$ cat src/rtl/wrf_pkg.sv
// Shared word classes and sink FSM states for the
// fabric sink buffer.
package wrf_pkg;

  localparam logic [1:0] ADR_DATA   = 2'b00;
  localparam logic [1:0] ADR_OOB    = 2'b01;
  localparam logic [1:0] ADR_STATUS = 2'b10;
  localparam logic [1:0] ADR_USER   = 2'b11;

  typedef enum logic [1:0] {
    ST_IDLE = 2'd0,
    ST_RECV = 2'd1,
    ST_DROP = 2'd2
  } wrf_state_t;

endpackage

$ cat src/rtl/wrf_buf_ram.sv
// Frame storage: one write port, one async read port and
// a separate port that sets the last-word flag.
module wrf_buf_ram
  import wrf_pkg::*;
#(
  parameter int DEPTH = 64,
  parameter int AW    = 6,
  parameter int W     = 20
) (
  input  logic          clk_sys,
  input  logic          wr_en,
  input  logic [AW-1:0] wr_adr,
  input  logic [W-1:0]  wr_dat,
  input  logic          last_en,
  input  logic [AW-1:0] last_adr,
  input  logic [AW-1:0] rd_adr,
  output logic [W-1:0]  rd_dat,
  output logic          rd_last
);

  logic [W-1:0]     mem [DEPTH];
  logic [DEPTH-1:0] last_q;

  always_ff @(posedge clk_sys) begin
    if (wr_en) mem[wr_adr] <= wr_dat;
  end

  // A fresh write clears the flag; marking the frame end wins.
  always_ff @(posedge clk_sys) begin
    if (wr_en)   last_q[wr_adr]   <= 1'b0;
    if (last_en) last_q[last_adr] <= 1'b1;
  end

  assign rd_dat  = mem[rd_adr];
  assign rd_last = last_q[rd_adr];

endmodule

$ cat src/rtl/wrf_sink_buffer.sv
// Store-and-forward buffer between a pipelined Wishbone
// sink and a valid/ready stream; oversize frames are dropped.
module wrf_sink_buffer
  import wrf_pkg::*;
#(
  parameter int DEPTH = 64,
  parameter int DAT_W = 16
) (
  input  logic             clk_sys,
  input  logic             rst,
  input  logic             snk_cyc,
  input  logic             snk_stb,
  input  logic             snk_we,
  input  logic [1:0]       snk_adr,
  input  logic [DAT_W-1:0] snk_dat,
  input  logic [1:0]       snk_sel,
  output logic             snk_ack,
  output logic             snk_err,
  output logic             snk_stall,
  output logic             snk_rty,
  output logic             src_valid,
  input  logic             src_ready,
  output logic [DAT_W-1:0] src_dat,
  output logic [1:0]       src_adr,
  output logic [1:0]       src_sel,
  output logic             src_last,
  output logic [15:0]      drop_cnt
);

  localparam int AW = $clog2(DEPTH);
  localparam int PW = AW + 1;
  localparam int EW = DAT_W + 4;
  localparam logic [PW-1:0] LIM = PW'(DEPTH - 1);

  wrf_state_t    state;
  logic [PW-1:0] wr_ptr, cm_ptr, rd_ptr;
  logic [PW-1:0] wr_nxt, cm_nxt, rd_nxt;
  logic          accept, store, pop, fall;
  logic          commit, ovf, nxt_drop, stall_nxt;
  logic [EW-1:0] rd_ent;

  assign snk_rty = 1'b0;

  assign accept = snk_cyc & snk_stb & ~snk_stall;
  assign fall   = (state != ST_IDLE) & ~snk_cyc;
  assign store  = accept & snk_we & (state != ST_DROP);
  assign commit = fall & (state == ST_RECV)
                & (wr_ptr != cm_ptr);

  assign src_valid = rd_ptr != cm_ptr;
  assign pop       = src_valid & src_ready;

  always_comb begin
    wr_nxt = wr_ptr + PW'(store);
    if (fall && state == ST_DROP) wr_nxt = cm_ptr;
    cm_nxt = commit ? wr_ptr : cm_ptr;
    rd_nxt = rd_ptr + PW'(pop);
  end

  // Overflow is judged on the in-flight frame alone.
  assign ovf       = store & ((wr_nxt - cm_ptr) == LIM);
  assign nxt_drop  = ovf | ((state == ST_DROP) & snk_cyc);
  assign stall_nxt = ~nxt_drop & ((wr_nxt - rd_nxt) >= LIM);

  always_ff @(posedge clk_sys) begin
    if (rst) begin
      state     <= ST_IDLE;
      wr_ptr    <= '0;
      cm_ptr    <= '0;
      rd_ptr    <= '0;
      snk_ack   <= 1'b0;
      snk_err   <= 1'b0;
      snk_stall <= 1'b0;
      drop_cnt  <= '0;
    end else begin
      wr_ptr    <= wr_nxt;
      cm_ptr    <= cm_nxt;
      rd_ptr    <= rd_nxt;
      snk_ack   <= accept & (state != ST_DROP);
      snk_err   <= accept & (state == ST_DROP);
      snk_stall <= stall_nxt;
      unique case (state)
        ST_IDLE: begin
          if (snk_cyc)
            state <= ovf ? ST_DROP : ST_RECV;
        end
        ST_RECV: begin
          if (!snk_cyc)  state <= ST_IDLE;
          else if (ovf)  state <= ST_DROP;
        end
        ST_DROP: begin
          if (!snk_cyc) begin
            state <= ST_IDLE;
            if (drop_cnt != 16'hFFFF)
              drop_cnt <= drop_cnt + 16'd1;
          end
        end
        default: state <= ST_IDLE;
      endcase
    end
  end

  wrf_buf_ram #(
    .DEPTH (DEPTH),
    .AW    (AW),
    .W     (EW)
  ) u_ram (
    .clk_sys  (clk_sys),
    .wr_en    (store),
    .wr_adr   (wr_ptr[AW-1:0]),
    .wr_dat   ({snk_sel, snk_adr, snk_dat}),
    .last_en  (commit),
    .last_adr (wr_ptr[AW-1:0] - AW'(1)),
    .rd_adr   (rd_ptr[AW-1:0]),
    .rd_dat   (rd_ent),
    .rd_last  (src_last)
  );

  assign {src_sel, src_adr, src_dat} = rd_ent;

endmodule

$ cat config.mk
export PLATFORM = sky130hd
export DESIGN_NAME = wrf_sink_buffer
export DESIGN_NICKNAME = d
export VERILOG_FILES = /design/src/rtl/wrf_pkg.sv /design/src/rtl/wrf_buf_ram.sv /design/src/rtl/wrf_sink_buffer.sv
export SDC_FILE = /design/constraint.sdc
export NUM_CORES = 1
export LEC_CHECK = 0
export CELL_PAD_IN_SITES_DETAIL_PLACEMENT = 0
export CELL_PAD_IN_SITES_GLOBAL_PLACEMENT = 1
export CORE_UTILIZATION = 60
export DETAILED_ROUTE_END_ITERATION = 6
export PLACE_DENSITY = 0.86
export SLEW_MARGIN = 20
export SYNTH_ARGS = -nofsm -noshare
export SYNTH_HDL_FRONTEND = slang
export SYNTH_SLANG_ARGS = --single-unit
$ cat constraint.sdc
create_clock -name clk_sys -period 8.8 [get_ports clk_sys]
set_clock_uncertainty 0.1 [all_clocks]
set_input_delay 0.88 -clock clk_sys [delete_from_list [all_inputs] [get_ports clk_sys]]
set_output_delay 0.88 -clock clk_sys [all_outputs]
set_load 0.01 [all_outputs]
# Yosys cells after proc, flatten, opt, wreduce, memory -nomap -nowiden
# Memories as Yosys holds them, arrays and structs flattened. A register that Yosys moved wholly into a read port is not among the register bits.
# Cells that the tools add are included.
dict set report totals {
  register_bits 106
  latch_bits 0
  ram_bits 1280
  romBits 0
  inputBits 26
  output_inout_bits 42
  elab_cells 77
  n_memories 1
}
# memory depth word_bits read_ports rd_clocked_by_memory_dff wr line_no
set mem_list {}
lappend mem_list {u_ram.mem 64 20 1 1 1 wrf_buf_ram.sv:21} ;# logic [W-1:0] mem [DEPTH];
dict set report classes {
  add_sub_neg 6
  mul 0
  n_div 0
  order_cmp 6
  n_eq_ne 10
  shifts 0
  n_mux 18
  bitwise 20
  reduce_logical 7
}
# operator count
set ops {}
lappend ops {{two-way mux 64 bit} 2}
lappend ops {{AND 64 bit} 1}
lappend ops {{NOT 64 bit} 1}
lappend ops {{bitwise OR 64 bit} 1}
lappend ops {{< comparator 6 x 7 -> 1 bit, second input constant} 3}
lappend ops {{adder 16 x 1 -> 16 bit, second input constant} 1}
lappend ops {{inequality test 16 bit, second input constant} 1}
lappend ops {{adder 7 x 1 -> 7 bit} 2}
lappend ops {{inequality test 7 bit} 2}
lappend ops {{subtractor 7 bit} 2}
lappend ops {{AND 1 bit} 13}
lappend ops {{demux 1 bit (select 6 bit)} 2}
lappend ops {{>= comparator 6 x 1 -> 1 bit, second input constant} 2}
lappend ops {{two-way mux 2 bit} 5}
lappend ops {{equality test 7 x 6 -> 1 bit, second input constant} 1}
lappend ops {{>= comparator 7 x 6 -> 1 bit, second input constant} 1}
lappend ops {{two-way mux 7 bit} 1}
lappend ops {{binary-select mux 1 bit (select 6 bit)} 1}
lappend ops {{two-way mux 6 bit} 1}
lappend ops {{inequality test 2 bit, second input constant} 3}
lappend ops {{case mux 2 bit (3 select lines)} 1}
lappend ops {{AND reduction 3 bit} 2}
lappend ops {{subtractor 6 x 1 -> 6 bit, second input constant} 1}
lappend ops {{two-way mux 1 bit} 5}
lappend ops {{other kinds (8)} 12}

# Depth between registers and ports, before layout
dict set report depth {
  ltp_word 12
  ltp_mapped 18
  mapped_depth_nobuf 15
}

# By module
# From an unflattened synthesis, not the netlist that was laid out.
dict set report hier_totals {
  cells_unflattened 2862
  hier_area_um2 55000.2
}
# module n_inst cells_each area_each_um2
set modules_own_cells {}
lappend modules_own_cells {wrf_buf_ram 1 2554 52372.7}
lappend modules_own_cells {wrf_sink_buffer 1 308 2627.5}

# Least setup slack after synthesis
# Ideal clock, no wire load.
dict set report synth_timing {
  path_kind {register to register}
  start {register rd_ptr[1]}
  end {register snk_stall}
  setup_ns 0.086
  arrival_ns 4.025
  setup_slack_ns 4.590
  stages_incl_launch_ff 19
  path_cell_list {dfxtp_1 -> buf_2 -> buf_4 -> buf_4 -> clkbuf_1 -> xor2_1 -> nor4_1 -> nand4_1 -> and2_1 -> ha_1 -> ha_1 -> xnor2_1 -> ha_1 -> o21ai_0 -> a21oi_1 -> nor4_1 -> o21ai_0 -> or4b_2 -> a211oi_1}
}
dict set report synth_between {
  elab_chain_len 6
}
# element line_no
set synth_rtl {}
lappend synth_rtl {{start, declared} wrf_sink_buffer.sv:36} ;# logic [PW-1:0] wr_ptr, cm_ptr, rd_ptr;
lappend synth_rtl {{start signal, assigned} wrf_sink_buffer.sv:78} ;# rd_ptr <= rd_nxt;
lappend synth_rtl {{inequality test 7 bit} wrf_sink_buffer.sv:50} ;# assign src_valid = rd_ptr != cm_ptr;
lappend synth_rtl {{net src_valid} wrf_sink_buffer.sv:21} ;# output logic src_valid,
lappend synth_rtl {{AND 1 bit} wrf_sink_buffer.sv:51} ;# assign pop = src_valid & src_ready;
lappend synth_rtl {{adder 7 x 1 -> 7 bit} wrf_sink_buffer.sv:57} ;# rd_nxt = rd_ptr + PW'(pop);
lappend synth_rtl {{subtractor 7 bit} wrf_sink_buffer.sv:63} ;# assign stall_nxt = ~nxt_drop & ((wr_nxt - rd_nxt) >= LIM);
lappend synth_rtl {{>= comparator 7 x 6 -> 1 bit} wrf_sink_buffer.sv:63}
lappend synth_rtl {{AND 1 bit} wrf_sink_buffer.sv:63}
lappend synth_rtl {{end signal, assigned} wrf_sink_buffer.sv:81} ;# snk_stall <= stall_nxt;
lappend synth_rtl {{end, declared} wrf_sink_buffer.sv:19} ;# output logic snk_stall,
# The timed path passes the listed nets, and every way through them passes these cells.
# A chain may end at the register's enable or synchronous reset.

==> results.json <==
{
  "status": "completed",
  "post_cts_resized": 0,
  "synth.most_common_cell": "edfxtp_1",
  "first_iter_violations": 3560,
  "vias_per_cell": 7.01,
  "pre_cts_slack_ns": 3.52,
  "powerDensity_nw_per_um2": 215,
  "power.total_mw": 13.1,
  "io_pins": 68,
  "gp_congestion": 0.846,
  "synthArstFlopShare_pct": 0,
  "cts_tree": "yes",
  "cp.required_ns": 7.82,
  "nets": 2706,
  "holdBufCountCts": 0,
  "cap_violations": 0,
  "rsz0062_at_grt": "false",
  "critPathMaxStageDelay_ns": 0.69,
  "vdd_drop_max_mv": 0.208,
  "yosys-top-cells-area": "edfxtp_1 (71%), mux4_2 (17%), dfxtp_1 (3.9%), o21ai_0 (1.3%), mux2i_1 (0.87%)",
  "synth_top_area_share_pct": 70.9,
  "hold_viol_final": 0,
  "grt.total_usage_pct": 30.9,
  "synth_top_cells_by_count": "edfxtp_1 (1,280), mux4_2 (405), o21ai_0 (136)",
  "max_freq_mhz": 164,
  "cp_data_arrival_time_ns": 5.12,
  "path_cells": "buf_4, buf_4, mux4_2, mux4_2, mux2i_1, o21ai_1, clkdlybuf4s50_1",
  "worst_slew_pin_slew_ns": 1.29,
  "netlist_area_sq_um": 54200,
  "die_area_sq_um": 91600,
  "syn_inst": 2575,
  "cellLeakagePower_nw": 18.3,
  "finalSetupViolations": 0,
  "routedWlPerCell_um": 35.1,
  "synth_ff_type": "edfxtp_1",
  "hold_path.class": "flip-flop to flip-flop",
  "num_vias": 27600,
  "drv_slew": 0,
  "firstDrtPassIters": 6,
  "die_w_um": 303,
  "startpoint_type": "flip-flop",
  "drive_gt1_share_pct": 27.0,
  "grt_antenna_before_repair": 7,
  "period_share_pct": 69.4,
  "start_util_pct": 61.0,
  "seq_area_frac_synth_pct": 74.8,
  "place_hpwl_um": 68300,
  "clk_latency_ns": 0.74,
  "drt-total-wl_um": 138000,
  "yosys_warnings": 0,
  "multiInputGateArea_sq_um": 13400,
  "die_h_um": 303,
  "area_growth_pct": 12.1,
  "path_depth": 7,
  "crit_buf_inv": 3,
  "fin_crit_ns": 6.10,
  "fin_ws_ns": 2.70,
  "portBuffers": 66,
  "synth_edf_count": 1280,
  "clockBufferDepth": 3,
  "synth_nets": 2621,
  "clock_sinks": 1386,
  "cts.htree.levels": 4,
  "post-cts-setup-buffer-count": 0,
  "tns_ns": 0,
  "antenna_left": 0,
  "synth_seq_cells": 1386,
  "end_kind": "output port",
  "yosys.area.top_type": "edfxtp_1",
  "fill_cells": 5227,
  "num_rows": 109,
  "grt_pass1_wl_um": 196000,
  "whs_path_depth": 2,
  "path_class": "flip-flop to output port",
  "area.sequential_sq_um": 40600,
  "slowest_stage": "dfxtp_4",
  "fin_util_pct": 68.3,
  "fp.coreArea_sq_um": 88900,
  "syn_area_per_cell_sq_um": 21.1,
  "yosysUniqueCellTypes": 53,
  "ff2ff_path_depth": 14,
  "path_max_fanout": 44,
  "drc": 0,
  "path_clk_slew_ns": 0.06,
  "root_buffer": "clkbuf_16",
  "grt_max_degree": 154,
  "grt_overflow": 0,
  "cp_top_family": "buffers and inverters",
  "cts-buffers-inserted": 137,
  "grt_pass1_vias": 27900,
  "slew_headroom_pct": 13.8
}
==> where the power goes <==
part | total, mW | internal [mW] | leakage, nW | switching, mW
combinational | 0.178 | 0.0391 | 3.83 | 0.139
clock | 5.70 | 3.20 | 2.12 | 2.50
sequential | 7.20 | 7.19 | 12.4 | 0.00502
==> metal layers <==
metal / GRT usage [%] / wire length (um)
met5: 0 / 41
met4: 12.6 / 5140
met3: 7.27 / 15500
met2: 48.9 / 67600
met1: 42.3 / 49600
==> state kept, by name (all words and copies together) (netlist names) <==
name / cells
u_ram.mem: 1280
drop_cnt: 16
snk_ack: 1
rd_ptr: 7
wr_ptr: 7
u_ram.last_q: 64
cm_ptr: 7
state: 2
snk_stall: 1
snk_err: 1
==> path summary, 6_finish.rpt <==
| kind | start | to | slack, ns |
|---|---|---|---|
| worst max-delay path | rd_ptr[1] | src_dat[5] | 2.70 |
| worst max register to register | rd_ptr[0] | snk_stall | 4.33 |
| worst min register to register | u_ram.last_q[48] | u_ram.last_q[48] | 0.36 |
| worst min-delay path | u_ram.last_q[48] | u_ram.last_q[48] | 0.36 |
==> cell type report <==
cell class	instances	area share [%]
diodes	4	0.0165
clock buffers	177	6.16
clock inverters	64	0.974
inverters	19	0.121
multi-input cells	1015	22.0
flip-flops and latches	1386	66.8
well taps	1165	2.40
repair buffers	101	1.58
==> worst min-delay path, stage by stage, from the launching register on <==
cell and delay [ns]:
dfxtp_1 0.31, inv_1 0.05, o22ai_1 0.05
==> logic make-up after synthesis <==
family	share of synthesized area (%)
AOI/OAI and AO/OA	2.20
xor gates and xnor gates	0.711
DFF	74.8
and+or+nand+nor	2.26
muxes	18.1
adders and majority gates	0.489
other	0.00692
buffers and inverters	1.43
==> metrics by stage <==
stage | cell area (sq um) | cells | hold WS, ns
2_1_floorplan | 54200 | 2575 | 0.326
3_3_place_gp | 56300 | 3682 | 0.334
3_5_place_dp | 56300 | 3682 | 0.346
4_1_cts | 60600 | 3923 | 0.354
5_1_grt | 60800 | 3928 | 0.386
6_report | 60800 | 3931 | 0.358
==> cells in the final DEF, fill, tap and decap left out, types with 19 or more instances in the layout <==
cell type	instances
buf_4	32
edfxtp_1	1280
o21ai_1	19
clkinv_1	23
mux2_2	20
dfxtp_1	101
clkbuf_16	143
nand2_1	46
xnor2_1	26
clkinv_2	22
a21oi_1	22
nor2_1	52
mux4_2	405
clkdlybuf4s50_1	46
nor2_4	59
nand3_1	20
mux2i_1	47
o21ai_0	136
clkbuf_1	29
Note: power is estimated with default switching activity, not from simulation.
==> patch (same flow settings) <==
The output `snk_err` loses its register stage (`snk_err` becomes a continuous assignment).
--- a/src/rtl/wrf_sink_buffer.sv
+++ b/src/rtl/wrf_sink_buffer.sv
@@ -69,7 +69,6 @@
       cm_ptr    <= '0;
       rd_ptr    <= '0;
       snk_ack   <= 1'b0;
-      snk_err   <= 1'b0;
       snk_stall <= 1'b0;
       drop_cnt  <= '0;
     end else begin
@@ -77,7 +76,6 @@
       cm_ptr    <= cm_nxt;
       rd_ptr    <= rd_nxt;
       snk_ack   <= accept & (state != ST_DROP);
-      snk_err   <= accept & (state == ST_DROP);
       snk_stall <= stall_nxt;
       unique case (state)
         ST_IDLE: begin
@@ -100,6 +98,8 @@
     end
   end
 
+  assign snk_err = accept & (state == ST_DROP);
+
   wrf_buf_ram #(
     .DEPTH (DEPTH),
     .AW    (AW),
Function: no difference found for any inputs over 4 cycles, from zero or initial values and one cycle with rst high; that may be too few to reach the edited logic, so the function may still have changed.
==> patch against the original RTL <==
  * Critical path depth did not move
  * First-iteration DRC count is 13% lower
  * Area after synthesis shrank 0.21%
  * Sequential cell count fell by 1
  * Critical path type unchanged
  * Power increased by 0.45%
  * Setup slack improved by 0.24 ns
  * Wire length decreased by 4.3%
  * Final area about the same
  * Critical endpoint is now src_dat[10]
==> patch: results (changes against the original RTL) <==
Post-DP Area -> 56,260 sq um (about the same)
Leakage power figure -> 0.01841 uW (+0.50%)
Top cells by count, synth -> 1,280 x sky130_fd_sc_hd__edfxtp_1, 412 x sky130_fd_sc_hd__mux4_2, 118 x sky130_fd_sc_hd__nor2_1
Filler cells -> 5,295 (+1.3%)
GRT Resource Usage Total -> 29.79% (-1.2 points)
Cell count after synthesis -> 2,545 (-1.2%)
Complex-gate fraction of the synthesized area -> 2.000% (-0.20 points)
Share of the final layout cell area in multi-input gates -> 21.62% (-0.35 points)
Worst Hold End -> u_ram.last_q[34]
Area used by multi-input combinational logic -> 13,130 sq um (-1.6%)
Number of global-route vias before repair -> 27.59k (-1.2%)
Maximum number of pins on one net before global-route repair -> 130 (-16%)
GR Layer Usage met1 -> 39.74% (-2.6 points)
Xor/xnor cell area share of the yosys netlist -> 0.7770% (+0.066 points)
Drt first-iter violations -> 3,114 (-13%)
Number of distinct library cells after synthesis -> 52 (-1.9%)
Total via count in the routed design -> 26.86k (-2.5%)
Clk_buf instances -> 168 (-5.1%)
Largest fanout on the critical path -> 110 (+150%)
Global placement routability congestion -> 0.8890 (+5.1%)
Syn nets -> 2,591 (-1.1%)
Cell family contributing the most delay on the critical path -> multiplexers
Mean number of vias per cell -> 6.833 (-2.5%)
Post-detailed-placement half-perimeter wirelength -> 67,900 microns (-0.52%)
NumNets Final -> 2,700 (-0.22%)
Total wirelength of the detailed-routed design -> 131,900 microns (-4.3%)
Global-route wire length before repair -> 189,500 microns (-3.5%)
Fraction of met3 tracks used by global routing -> 6.256% (-1.0 points)
Sequential share of the synthesized area -> 74.92% (+0.12 points)
TritonCTS Buffers -> 136 (-0.73%)
Sequential share of cell area -> 66.77% (about the same)
Met2 routed WL -> 66,140 microns (-2.1%)
Die boundary width -> 302.3 microns (-0.10%)
Worst Setup SP -> rd_ptr[0]
Worst max-slew margin expressed relative to the limit -> 24.47% (+11 points)
Adder-cell area share of the yosys netlist -> 0.4902% (+0.0010 points)
Multi-input gates -> 989 (-2.6%)
Run status -> completed
Cell types with the largest area share after synthesis -> sky130_fd_sc_hd__edfxtp_1 71%, sky130_fd_sc_hd__mux4_2 17%, sky130_fd_sc_hd__dfxtp_1 3.9%, sky130_fd_sc_hd__nor2_1 0.82%, sky130_fd_sc_hd__o21ai_0 0.76%
[patch: cell count changes after synthesis, moves of 4 or more]
cell,before,now
sky130_fd_sc_hd__nor2b_1,7,11
sky130_fd_sc_hd__xor2_1,18,26
sky130_fd_sc_hd__nor3_1,15,10
sky130_fd_sc_hd__mux4_2,405,412
sky130_fd_sc_hd__nand3_1,21,17
sky130_fd_sc_hd__a21oi_1,22,11
sky130_fd_sc_hd__o21ai_0,136,82
sky130_fd_sc_hd__o21ai_1,19,74
sky130_fd_sc_hd__and2_1,6,2
sky130_fd_sc_hd__xnor2_1,26,22
sky130_fd_sc_hd__mux2i_1,47,40
sky130_fd_sc_hd__o221ai_1,8,4
[patch: metrics by stage]
step	setup WS (ns)	hold slack [ns]	total power (uW)
after floorplan	4.521	0.3259	7384
after global placement	3.567	0.3369	7503
after detailed placement	3.463	0.3582	7518
after CTS	2.852	0.3683	13190
after global routing	2.644	0.3895	13440
final	2.940	0.3740	13140
